==> src/rtl/core_pkg.sv <==
// core_pkg: opcode and sequencer state types plus instruction field positions
package core_pkg;
  typedef enum logic [2:0] {OP_LW, OP_SW, OP_BNEZ, OP_XOR, OP_INC, OP_SHL, OP_SHR, OP_AND} opcode_t;
  typedef enum logic [2:0] {S_IDLE, S_FETCH, S_DECODE, S_EXEC, S_MEM, S_WB, S_DONE} seq_state_t;
  localparam int OP_HI = 8;
  localparam int OP_LO = 6;
  localparam int RD_HI = 5;
  localparam int RD_LO = 3;
  localparam int IMM_HI = 2;
  localparam int IMM_LO = 0;
endpackage

==> src/rtl/core_ctrl_decoder.sv <==
// core_ctrl_decoder: classifies an opcode into memory, jump and two-register groups
module core_ctrl_decoder
  import core_pkg::*;
(
  input  logic [2:0] op,
  output logic       is_mem,
  output logic       is_jump,
  output logic       is_two_reg
);
  assign is_mem = op == OP_LW || op == OP_SW;
  assign is_jump = op == OP_BNEZ;
  assign is_two_reg = op == OP_XOR || op == OP_AND;
endmodule

==> src/rtl/seq_mem_timer.sv <==
// seq_mem_timer: down-counter reloaded outside MEM, flags the last allowed wait cycle
module seq_mem_timer #(
  parameter int CYCLES = 15
) (
  input  logic clk,
  input  logic rst_n,
  input  logic load,
  output logic expired
);
  localparam int W = $clog2(CYCLES + 1);
  logic [W-1:0] count;
  always_ff @(posedge clk or negedge rst_n)
    if (!rst_n) count <= '0;
    else count <= load ? W'(CYCLES - 1) : count != '0 ? count - W'(1) : count;
  assign expired = count == '0;
endmodule

==> src/rtl/multicycle_sequencer.sv <==
// multicycle_sequencer: FETCH/DECODE/EXEC/MEM/WB control for the 8-opcode core
module multicycle_sequencer
  import core_pkg::*;
#(
  parameter int PC_W = 8,
  parameter int INSTR_W = 9,
  parameter int PROG_LEN = 256,
  parameter int MEM_TIMEOUT = 15
) (
  input  logic               clk,
  input  logic               rst_n,
  input  logic               start,
  output logic [PC_W-1:0]    imem_addr,
  input  logic [INSTR_W-1:0] imem_rdata,
  input  logic               zero_flag,
  output logic               dmem_req,
  output logic               dmem_we,
  input  logic               dmem_ack,
  output logic [INSTR_W-1:0] ir,
  output logic [2:0]         alu_op,
  output logic               two_reg,
  output logic               reg_we,
  output logic [PC_W-1:0]    pc,
  output logic               busy,
  output logic               done,
  output logic               mem_err,
  output logic [15:0]        instr_count
);
  localparam logic [PC_W:0] END_PC = (PC_W + 1)'(PROG_LEN);
  seq_state_t state, nxt;
  logic [PC_W-1:0] pc_nxt, pc_inc, br_off;
  logic [2:0] op;
  logic is_mem, is_jump, is_two_reg, expired, retire, timeout, launch, pc_end;
  assign op = ir[OP_HI:OP_LO];
  assign imem_addr = pc;
  assign pc_inc = pc + PC_W'(1);
  assign pc_end = {1'b0, pc} + (PC_W + 1)'(1) == END_PC;
  assign br_off = {{(PC_W - 3){ir[IMM_HI]}}, ir[IMM_HI:IMM_LO]};
  assign launch = (state == S_IDLE || state == S_DONE) && start;
  core_ctrl_decoder u_dec (
    .op        (op),
    .is_mem    (is_mem),
    .is_jump   (is_jump),
    .is_two_reg(is_two_reg)
  );
  seq_mem_timer #(.CYCLES(MEM_TIMEOUT)) u_timer (
    .clk    (clk),
    .rst_n  (rst_n),
    .load   (state != S_MEM),
    .expired(expired)
  );
  always_comb begin
    nxt = state;
    pc_nxt = pc;
    retire = 1'b0;
    timeout = 1'b0;
    case (state)
      S_IDLE, S_DONE: begin
        nxt = launch ? S_FETCH : state;
        pc_nxt = launch ? '0 : pc;
      end
      S_FETCH: nxt = S_DECODE;
      S_DECODE: nxt = S_EXEC;
      S_EXEC:
        if (is_mem) nxt = S_MEM;
        else if (is_jump) begin
          retire = 1'b1;
          pc_nxt = zero_flag ? pc_inc : pc + br_off;
          nxt = zero_flag ? (pc_end ? S_DONE : S_FETCH) : (br_off == '0 ? S_DONE : S_FETCH);
        end else nxt = S_WB;
      S_MEM:
        if (dmem_ack && op == OP_SW) begin
          retire = 1'b1;
          pc_nxt = pc_inc;
          nxt = pc_end ? S_DONE : S_FETCH;
        end else if (dmem_ack) nxt = S_WB;
        else if (expired) begin
          timeout = 1'b1;
          nxt = S_DONE;
        end
      S_WB: begin
        retire = 1'b1;
        pc_nxt = pc_inc;
        nxt = pc_end ? S_DONE : S_FETCH;
      end
      default: nxt = S_IDLE;
    endcase
  end
  always_ff @(posedge clk or negedge rst_n)
    if (!rst_n) begin
      state <= S_IDLE;
      pc <= '0;
      ir <= '0;
      instr_count <= '0;
      mem_err <= 1'b0;
      dmem_req <= 1'b0;
      dmem_we <= 1'b0;
      alu_op <= '0;
      two_reg <= 1'b0;
      reg_we <= 1'b0;
      busy <= 1'b0;
      done <= 1'b0;
    end else begin
      state <= nxt;
      pc <= pc_nxt;
      ir <= state == S_FETCH ? imem_rdata : ir;
      instr_count <= launch ? '0 : (retire && instr_count != 16'hFFFF) ? instr_count + 16'd1 : instr_count;
      mem_err <= launch ? 1'b0 : mem_err | timeout;
      dmem_req <= nxt == S_MEM;
      dmem_we <= nxt == S_MEM && op == OP_SW;
      alu_op <= nxt == S_EXEC ? op : 3'b000;
      two_reg <= nxt == S_EXEC && is_two_reg;
      reg_we <= nxt == S_WB;
      busy <= nxt != S_IDLE && nxt != S_DONE;
      done <= nxt == S_DONE;
    end
endmodule

==> config.mk <==
export PLATFORM = sky130hd
export DESIGN_NAME = multicycle_sequencer
export DESIGN_NICKNAME = d
export VERILOG_FILES = /design/src/rtl/core_pkg.sv /design/src/rtl/core_ctrl_decoder.sv /design/src/rtl/seq_mem_timer.sv /design/src/rtl/multicycle_sequencer.sv
export SDC_FILE = /design/constraint.sdc
export NUM_CORES = 1
export LEC_CHECK = 0
export CORE_AREA = 2 2 111 70
export CTS_BUF_LIST = sky130_fd_sc_hd__clkbuf_4 sky130_fd_sc_hd__clkbuf_8
export CTS_CLUSTER_SIZE = 25
export DETAILED_ROUTE_END_ITERATION = 12
export DIE_AREA = 0 0 113 72
export GPL_ROUTABILITY_DRIVEN = 0
export PLACE_DENSITY_LB_ADDON = 0.15
export SLEW_MARGIN = 40
export SYNTH_ARGS = -nofsm -noshare
export SYNTH_HDL_FRONTEND = slang
export SYNTH_HIERARCHICAL = 1
export SYNTH_SLANG_ARGS = --single-unit
==> constraint.sdc <==
create_clock -name clk -period 2.2 [get_ports clk]
set_input_delay 0.66 -clock clk [delete_from_list [all_inputs] [get_ports clk]]
set_output_delay 0.66 -clock clk [all_outputs]
set_load 0.02 [all_outputs]
==> results of run 1 <==
power groups by stage:
stage               Clock, mW  Combinational [mW]  Sequential, mW
floorplan                   0                1.45            1.66
global placement            0                2.84            1.41
detailed placement          0                2.90            1.42
CTS                     0.596                2.92            1.41
global route            0.631                3.28            1.46
finish                  0.580                3.03            1.42
cell families (layout without fill, tap and decap cells):
kind of cell,after synthesis,in the layout,share of synthesized area
XOR/XNOR,20,20,0.0554
multiplexers,13,13,0.0455
AND/OR/NAND/NOR,148,148,0.268
AO/OA/AOI/OAI,61,61,0.138
adder cells (fa/ha/maj),12,12,0.0498
flip-flops,50,50,0.396
buffers and inverters,28,122,0.0479
layer usage:
layer,vias to the layer above,part of all wire,routed length [µm],GRT usage
met2,92,0.41,3370,0.299
li1,1373,-,-,-
met4,0,0.0041,34,0.0271
met3,6,0.067,553,0.0485
met5,-,0,0,0
met1,1327,0.52,4260,0.325
Yosys cell counts, types with 5 or more instances:
cell | count | area share
nand4_1 | 8 | 0.016
xnor2_1 | 8 | 0.022
dfrtp_1 | 50 | 0.40
inv_1 | 11 | 0.013
nand2_1 | 26 | 0.031
nand3_1 | 14 | 0.022
mux2_2 | 10 | 0.036
nor2b_1 | 7 | 0.014
o21ai_0 | 16 | 0.025
ha_1 | 11 | 0.044
a211oi_1 | 5 | 0.012
and2_1 | 6 | 0.012
a21oi_1 | 12 | 0.019
nor2_1 | 41 | 0.049
nand2b_1 | 5 | 0.0099
nor3_1 | 10 | 0.016
and3_1 | 5 | 0.0099
nor3b_1 | 5 | 0.012
buf_4 | 9 | 0.021
xor2_1 | 12 | 0.033
cell type report:
type,instances,share of cell area
clock buffers,7,0.0210
clock inverters,1,0.00117
inverters,11,0.00961
multi-input cells,254,0.427
flip-flops and latches,50,0.293
well taps,91,0.0265
repair buffers,103,0.221
metrics by stage:
stage	setup slack (ns)	power, mW	cell area [µm²]
floorplan	0.000992	3.12	3170
global placement	-0.203	4.25	4100
detailed placement	-0.353	4.31	4100
CTS	-0.00836	4.92	4210
global route	-0.0803	5.36	4300
finish	0.0261	5.02	4300
worst max-delay path, delay by kind of cell, from the launching register on:
kind,cells,cell delay [ns]
DFF,1,0.43
adders and majority gates,2,0.56
and+or+nand+nor,1,0.07
AOI/OAI and AO/OA,4,0.74
muxes,1,0.32
placed cells by master (no fill, tap or decap), types with 3 or more instances in the layout:
master | synthesis | final
nand3_1 | 14 | 14
clkdlybuf4s50_1 | 0 | 59
inv_1 | 11 | 11
dfrtp_2 | 0 | 6
nand4_1 | 8 | 8
buf_4 | 9 | 38
a21oi_1 | 12 | 11
nor3_1 | 10 | 9
nor2_1 | 41 | 40
xor2_1 | 12 | 12
a211oi_1 | 5 | 4
a21oi_2 | 2 | 3
nand2b_1 | 5 | 4
nor3b_1 | 5 | 4
o21ai_0 | 16 | 14
dfrtp_1 | 50 | 44
a32o_1 | 3 | 3
ha_1 | 11 | 9
nor2b_1 | 7 | 7
and2_1 | 6 | 6
xnor2_1 | 8 | 8
o211ai_1 | 3 | 3
clkbuf_8 | 0 | 6
nand2_1 | 26 | 26
mux2_2 | 10 | 9
and3_1 | 5 | 5
dlymetal6s2s_1 | 0 | 4
what timing repair did:
item | 4_1_cts | 5_1_grt
endpoints found under the hold margin | 0 | 0
buffers inserted | 0 | 2
gates resized for setup | 7 | 19
setup endpoints to repair | 10 | 10
pin swaps | 1 | 10
path summary, 6_finish.rpt:
| path | startpoint | slack (ns) | depth (start not counted) | end |
|---|---|---|---|---|
| worst max-delay path | imem_addr[0]$_DFFE_PN0P_ | 0.03 | 8 | imem_addr[6]$_DFFE_PN0P_ |
| max in group asynchronous | rst_n | 1.62 | 2 | imem_addr[0]$_DFFE_PN0P_ |
| min in group clk | ir[3]$_DFFE_PN0P_ | 0.52 | 1 | ir[3]$_DFFE_PN0P_ |
| worst min-delay path | rst_n | 0.31 | 2 | imem_addr[6]$_DFFE_PN0P_ |
| worst max register to register | imem_addr[0]$_DFFE_PN0P_ | 0.03 | 8 | imem_addr[6]$_DFFE_PN0P_ |
| worst min register to register | ir[3]$_DFFE_PN0P_ | 0.52 | 1 | ir[3]$_DFFE_PN0P_ |
==> results.yml, run 1 <==
run_status:
  status: "finished with violations"
  violations: "design-rule violations"
final_layout:
  fill_cells: 622
  regArea_um2: 1260
  multiInputGateArea_um2: 1840
  drive_gt1_frac: 0.230
  largest_reg_flops: 16
  final_util: 0.606
  final_nets: 451
  antennaDiodeCount: 0
  top_register: "instr_count"
  final_cells: 517
  syn_to_final_growth_pct: 35.8
global_route:
  overflow: 0
  grt_pass1_vias: 2704
  antenna_found_initial: 0
  grt_pass1_wl_um: 13700
  grtUsageTotal: 0.208
  grt_max_degree: 51
clock_tree:
  hold_buffers: 0
  cts-root-buf: "clkbuf_8"
  max-clock-path-buffers: 2
  numCtsBuffers: 5
  clock_latency_ns: 0.31
  htree_levels: 2
  cts_tree: "done"
  cts.sinks: 50
  clk_pin_slew_ns: 0.09
power_and_ir_drop:
  peakVddDrop_mv: 0.665
  internal_power_mw: 2.86
  p_sw_mw: 2.16
  swShare: 0.430
  power.density_nw_per_um2: 1170
  p_comb_frac: 0.602
  p_seq_frac: 0.282
  clkPwrFrac: 0.116
  p_leak_nw: 1.92
synthesis:
  synth_cell_type_count: 63
  syn_inst: 332
  ys_seq_elements: 50
  yosysWarnings: 6
  synth-main-ff-cell: "dfrtp_1"
  synth_area_um2: 3160
  syn-mean-instance-area_um2: 9.53
  syn-num-nets: 358
  ys_seq_area_frac: 0.396
  async_flop_share: 1.00
  synth_edf_count: 0
die:
  row_count: 24
  design.core.area_um2: 7090
  initial_core_util: 0.446
  die_area_um2: 8140
  fp.dieH_um: 72
  die_x_um: 113
  io_pins: 65
sta:
  setup_tns_ns: 0
  period_needed_ns: 2.17
  tightestPinTransition_ns: 0.572
  worst_slew_margin_rel: 0.618
  max_freq_mhz: 460
  finalHoldViolCount: 0
  finClkSkew_ns: 0.00766
  rsz0062_at_grt: "yes"
  whs_ns: 0.312
  finalSetupViolCount: 0
  finalCritPeriodShare: 0.988
  maxSlewViolCount: 0
placement:
  buffer_ports.inserted: 64
  hpwl_um: 6080
  placed_cells: 507
routing:
  drt_iter0_markers: 182
  route.detailed.drc: 3
  drt.antenna.violating_nets: 0
  wl_um: 8220
  drt_first_pass_iters: 8
  vias: 2798
  wl_per_cell_um: 15.9
  avgViaCountPerCell: 5.41
critical_path:
  arrival_ns: 2.42
  worst_setup_path_end_kind: "flip-flop"
  worstPathCellList: "ha_4, fa_2, a211oi_4, nor2_1, o21ai_1, mux2_4, o21ai_2, a32o_1"
  cp_slowest_stage_delay_ns: 0.43
  path_class: "flip-flop to flip-flop"
  worstSetupStartpointType: "flip-flop"
  crit_fanout: 2
  crit_path_top_delay_cell: "dfrtp_2"
  critical_path_required_ns: 2.45
job:
  maxCapViolations: 0
hold_path:
  min_path_type: "input port to asynchronous set/reset pin"
Power figures use the tool's default switching activity.
==> run 2, diff against run 1 <==
--- a/config.mk
+++ b/config.mk
@@ -5,6 +5,7 @@
 export SDC_FILE = /design/constraint.sdc
 export NUM_CORES = 1
 export LEC_CHECK = 0
+export CAP_MARGIN = 10
 export CORE_AREA = 2 2 111 70
 export CTS_BUF_LIST = sky130_fd_sc_hd__clkbuf_4 sky130_fd_sc_hd__clkbuf_8
 export CTS_CLUSTER_SIZE = 25
==> constraint.sdc (replaced) <==
create_clock -name clk -period 2.1 [get_ports clk]
set_input_delay 0.63 -clock clk [delete_from_list [all_inputs] [get_ports clk]]
set_output_delay 0.63 -clock clk [all_outputs]
set_load 0.02 [all_outputs]
==> run 2 against run 1 <==
  * Non-clock buffer count is 7 higher
  * Clock skew rose by 0.0054 ns
  * Critical endpoint unchanged
  * The flow finishes with violations (design-rule violations, negative setup slack)
  * Die area did not move
  * Wire length grew 0.12%
  * Flip-flop and latch count is the same
  * Worst hold slack worse by 0.026 ns
  * Sequential share of layout area shrank 0.52 points
  * Combinational power increased by 4%
  * Via count increased by 0.89%
  * Highest routed layer unchanged
  * Largest power group unchanged
==> results.yml, run 2 (same netlist as run 1, synthesis figures left out) <==
sta:
  finalHoldViolCount: 0
  finalCritPeriodShare: 1.02
  maxSlewViolCount: 0
  tightestPinTransition_ns: 0.474
  max_freq_mhz: 467
  rsz0062_at_grt: "yes"
  setup_ws_ns: -0.0406
  period_needed_ns: 2.14
  finalSetupViolCount: 1
  worst_slew_margin_rel: 0.684
  finClkSkew_ns: 0.0130
critical_path:
  critical_path_required_ns: 2.36
  cpMostUsedCell: "o21ai_2"
  path_class: "flip-flop to flip-flop"
  r2r_cells: 8
  worst_setup_path_end_kind: "flip-flop"
  cp_slowest_stage_delay_ns: 0.44
  worstSetupStartpointType: "flip-flop"
  worstPathCellList: "ha_4, fa_2, a211oi_2, nor2_1, o21ai_2, mux2_4, o21ai_2, a32o_1"
  cp-startpoint: "ir[0]$_DFFE_PN0P_"
  arrival_ns: 2.40
  crit_fanout: 3
  crit_path_top_delay_cell: "dfrtp_2"
  r2r_start: "ir[0]$_DFFE_PN0P_"
clock_tree:
  cts_tree: "done"
  max-clock-path-buffers: 2
  clock_latency_ns: 0.32
  numCtsBuffers: 5
  cts-root-buf: "clkbuf_8"
  htree_levels: 2
  clk_pin_slew_ns: 0.09
  cts.sinks: 50
  hold_buffers: 0
routing:
  drt_iter0_markers: 143
  avgViaCountPerCell: 5.39
  wl_met3_um: 596
  drt_first_pass_iters: 9
  highest_layer: "met4"
  vias: 2823
  route.detailed.drc: 3
  met1Wirelength_um: 4230
  wl_per_cell_um: 15.7
  wl_met2_um: 3340
  wl_um: 8230
  drt.antenna.violating_nets: 0
final_layout:
  top_register: "instr_count"
  fill_cells: 627
  largest_reg_flops: 16
  final_util: 0.618
  stdcell_area_um2: 4380
  layout_commonest_cell: "buf_4"
  final_nets: 458
  final_cell_mix: "45 x buf_4, 42 x dfrtp_1, 41 x nor2_1"
  antennaDiodeCount: 0
  syn_to_final_growth_pct: 38.5
  drive_gt1_frac: 0.247
die:
  design.core.area_um2: 7090
  die_area_um2: 8140
  die_x_um: 113
  io_pins: 65
  row_count: 24
  initial_core_util: 0.446
  fp.dieH_um: 72
power_and_ir_drop:
  p_leak_nw: 2.12
  power_mw: 5.28
  power.density_nw_per_um2: 1200
  peakVddDrop_mv: 0.561
job:
  maxCapViolations: 0
run_status:
  violations: "design-rule violations, negative setup slack"
  status: "finished with violations"
placement:
  hpwl_um: 6040
  buffer_ports.inserted: 64
  place_area_um2: 4150
global_route:
  grt_pass1_vias: 2659
  grtUsageTotal: 0.211
  antenna_found_initial: 0
  grt_max_degree: 51
  grt_pass1_wl_um: 13500
  overflow: 0
hold_path:
  min_path_type: "input port to asynchronous set/reset pin"
==> run 2: cell count changes in the layout (fill, tap and decap cells not counted), moves of 2 or more <==
cell	previous run	this run
dlymetal6s2s_1	4	9
dfrtp_1	44	42
a211oi_2	0	2
dfrtp_2	6	8
clkdlybuf4s50_1	59	39
buf_4	38	45
dlygate4sd2_1	0	15
==> run 2: path summary, 6_finish.rpt <==
path                                                 end  slack, ns
worst min register to register         ir[5]$_DFFE_PN0P_       0.53
worst max-delay path            imem_addr[6]$_DFFE_PN0P_      -0.04
worst min-delay path            imem_addr[3]$_DFFE_PN0P_       0.29
max in group asynchronous              ir[2]$_DFFE_PN0P_       1.57
min in group clk                       ir[5]$_DFFE_PN0P_       0.53
worst max register to register  imem_addr[6]$_DFFE_PN0P_      -0.04
==> run 2: final cells by class <==
cell class	count	area, µm²	share of cell area
clock buffers	7	90.1	0.0206
clock inverters	1	5.00	0.00114
inverters	11	41.3	0.00942
multi-input cells	254	1870	0.427
flip-flops and latches	50	1260	0.288
well taps	91	114	0.0260
repair buffers	110	997	0.228
==> run 2: timing repair <==
| action | CTS | global route |
|---|---|---|
| endpoints found under the hold margin | 0 | 0 |
| setup buffers | 1 | 3 |
| pin swaps | 0 | 8 |
| gates resized for setup | 21 | 27 |
| setup endpoints to repair | 23 | 24 |
==> run 2: routing by layer <==
layer  up-vias  track usage
met2        80        0.281
li1       1388            -
met5         -            0
met1      1349        0.334
met3         6       0.0543
met4         0       0.0583
==> run 2: per-stage QoR <==
stage	setup TNS [ns]	instances	hold slack, ns	setup slack (ns)
4_1_cts	-0.0625	521	0.295	-0.0625
5_1_grt	-0.321	524	0.304	-0.114
2_1_floorplan	0	332	0.334	0.00154
6_report	-0.0406	524	0.285	-0.0406
3_3_place_gp	-4.31	512	0.489	-0.282
3_5_place_dp	-6.05	512	0.500	-0.400
==> run 2: power breakdown <==
part / leakage, nW / switching [mW] / internal (mW)
sequential: 0.639 / 0.306 / 1.22
combinational: 1.43 / 1.63 / 1.52
clock: 0.0517 / 0.335 / 0.280
==> run 2: worst max-delay path, delay by kind of cell (launching register included) <==
family                   cells  cell delay [ns]
multiplexers                 1             0.31
adder cells (fa/ha/maj)      2             0.54
AO/OA/AOI/OAI                4             0.69
AND/OR/NAND/NOR              1             0.09
flip-flops                   1             0.44
==> run 3, diff against run 2 <==
--- a/config.mk
+++ b/config.mk
@@ -12,7 +12,7 @@
 export DETAILED_ROUTE_END_ITERATION = 12
 export DIE_AREA = 0 0 113 72
 export GPL_ROUTABILITY_DRIVEN = 0
-export PLACE_DENSITY_LB_ADDON = 0.15
+export PLACE_DENSITY = 0.83
 export SLEW_MARGIN = 40
 export SYNTH_ARGS = -nofsm -noshare
 export SYNTH_HDL_FRONTEND = slang
==> run 3 against run 2 <==
  * The run still ends with design-rule violations, negative setup slack left
  * Via count grew 2.8%
  * Critical path depth did not move
  * Wire length grew 3.1%
==> results.yml, run 3 (same netlist as run 1, synthesis figures left out) <==
die:
  initial_core_util: 0.446
  die_area_um2: 8140
  die_x_um: 113
  row_count: 24
  io_pins: 65
  design.core.area_um2: 7090
  fp.dieH_um: 72
sta:
  finClkSkew_ns: 0.0122
  maxSlewViolCount: 0
  worst_slew_margin_rel: 0.620
  period_needed_ns: 2.17
  tightestPinTransition_ns: 0.570
  setup_ws_ns: -0.0659
  finalCritPeriodShare: 1.03
  whs_ns: 0.300
  finalSetupViolCount: 2
  finalHoldViolCount: 0
  max_freq_mhz: 462
  rsz0062_at_grt: "yes"
power_and_ir_drop:
  clkPwrFrac: 0.128
  p_comb_frac: 0.592
  internal_power_mw: 3.10
  p_sw_mw: 2.27
  swShare: 0.422
  p_seq_frac: 0.281
  peakVddDrop_mv: 0.592
  power.density_nw_per_um2: 1230
  p_leak_nw: 2.06
global_route:
  grt_use_met2: 0.319
  grt_max_degree: 30
  grt_pass1_vias: 2774
  overflow: 0
  grt_util_met3: 0.0468
  antenna_found_initial: 0
  grtUsageTotal: 0.207
  busiest_layer: "met2"
  met1_usage: 0.304
  grt_pass1_wl_um: 13600
critical_path:
  worstSetupStartpointType: "flip-flop"
  arrival_ns: 2.41
  critical_path_required_ns: 2.35
  r2r_slack_ns: -0.07
  crit_fanout: 2
  worst_setup_path_end_kind: "flip-flop"
  path_class: "flip-flop to flip-flop"
clock_tree:
  numCtsBuffers: 5
  max-clock-path-buffers: 2
  clock_latency_ns: 0.31
  hold_buffers: 0
  cts_tree: "done"
  cts-root-buf: "clkbuf_8"
  clk_pin_slew_ns: 0.10
  cts.sinks: 50
  htree_levels: 2
final_layout:
  final_util: 0.618
  antennaDiodeCount: 0
  layout_commonest_cell: "clkdlybuf4s50_1"
  top_register: "instr_count"
  final_nets: 457
  stdcell_area_um2: 4380
  syn_to_final_growth_pct: 38.4
  final_cell_mix: "47 x clkdlybuf4s50_1, 44 x buf_4, 42 x dfrtp_1"
  drive_gt1_frac: 0.238
  largest_reg_flops: 16
run_status:
  violations: "design-rule violations, negative setup slack"
  status: "finished with violations"
job:
  maxCapViolations: 0
routing:
  drt_iter0_markers: 174
  avgViaCountPerCell: 5.55
  drt_first_pass_iters: 8
  wl_per_cell_um: 16.2
  route.detailed.drc: 4
  drt.antenna.violating_nets: 0
  wl_um: 8490
  vias: 2903
placement:
  hpwl_um: 6260
  place_area_um2: 4140
  buffer_ports.inserted: 64
hold_path:
  min_path_type: "input port to asynchronous set/reset pin"
## run 3: changes by cell type in the layout (fill, tap and decap cells not counted), sizes merged
cell           delta
clkinv            +1
bufinv            +1
clkdlybuf4s50     +8
clkbuf            -2
dlygate4sd2       -9
dlymetal6s2s      +1
buf               -1
## run 3: layout make-up
| cell class | instances | area [µm²] |
|---|---|---|
| clock buffers | 5 | 68.8 |
| well taps | 91 | 114 |
| repair buffers | 109 | 1000 |
| clock inverters | 3 | 40.0 |
| fillers | 600 | 2710 |
| inverters | 11 | 41.3 |
| flip-flops and latches | 50 | 1260 |
| multi-input cells | 254 | 1850 |
## run 3: final timing paths
path | cells past startpoint | startpoint | to
worst max-delay path | 8 | ir[0]$_DFFE_PN0P_ | imem_addr[6]$_DFFE_PN0P_
worst max register to register | 8 | ir[0]$_DFFE_PN0P_ | imem_addr[6]$_DFFE_PN0P_
worst min-delay path | 1 | rst_n | done$_DFF_PN0_
min in group clk | 2 | mem_err$_DFF_PN0_ | mem_err$_DFF_PN0_
worst min register to register | 2 | mem_err$_DFF_PN0_ | mem_err$_DFF_PN0_
max in group asynchronous | 2 | rst_n | instr_count[15]$_DFFE_PN0P_
## run 3: timing repair
item | CTS | global route
resized for setup | 12 | 23
buffers inserted | 2 | 3
pin swaps | 0 | 2
cloned | 0 | 0
endpoints found under the setup margin | 13 | 26
## run 3: worst max-delay path, stage by stage (launching register included)
cell	delay, ns
dfrtp_2	0.43
ha_4	0.17
fa_2	0.38
a211oi_2	0.24
nor2_1	0.11
o21ai_2	0.17
mux2_4	0.32
o21ai_2	0.11
a32o_1	0.18
## run 3: power groups by stage
stage	sequential (mW)	combinational (mW)	clock [mW]
2_1_floorplan	1.75	1.53	0
5_1_grt	1.54	3.43	0.732
4_1_cts	1.50	3.06	0.696
6_report	1.51	3.17	0.684
3_3_place_gp	1.50	2.95	0
3_5_place_dp	1.51	3.04	0
## run 3: metrics by stage
stage | setup slack (ns) | total power, mW | setup TNS (ns) | cells
3_3_place_gp | -0.272 | 4.44 | -3.93 | 510
3_5_place_dp | -0.360 | 4.55 | -5.37 | 510
6_report | -0.0659 | 5.36 | -0.111 | 523
4_1_cts | -0.0644 | 5.25 | -0.118 | 520
2_1_floorplan | 0.00154 | 3.28 | 0 | 332
5_1_grt | -0.163 | 5.70 | -0.554 | 523
## run 3: per-layer routing
layer	wire length (µm)	share of wire
met5	0	0
met4	78	0.0092
met3	666	0.078
met2	3780	0.45
met1	3960	0.47
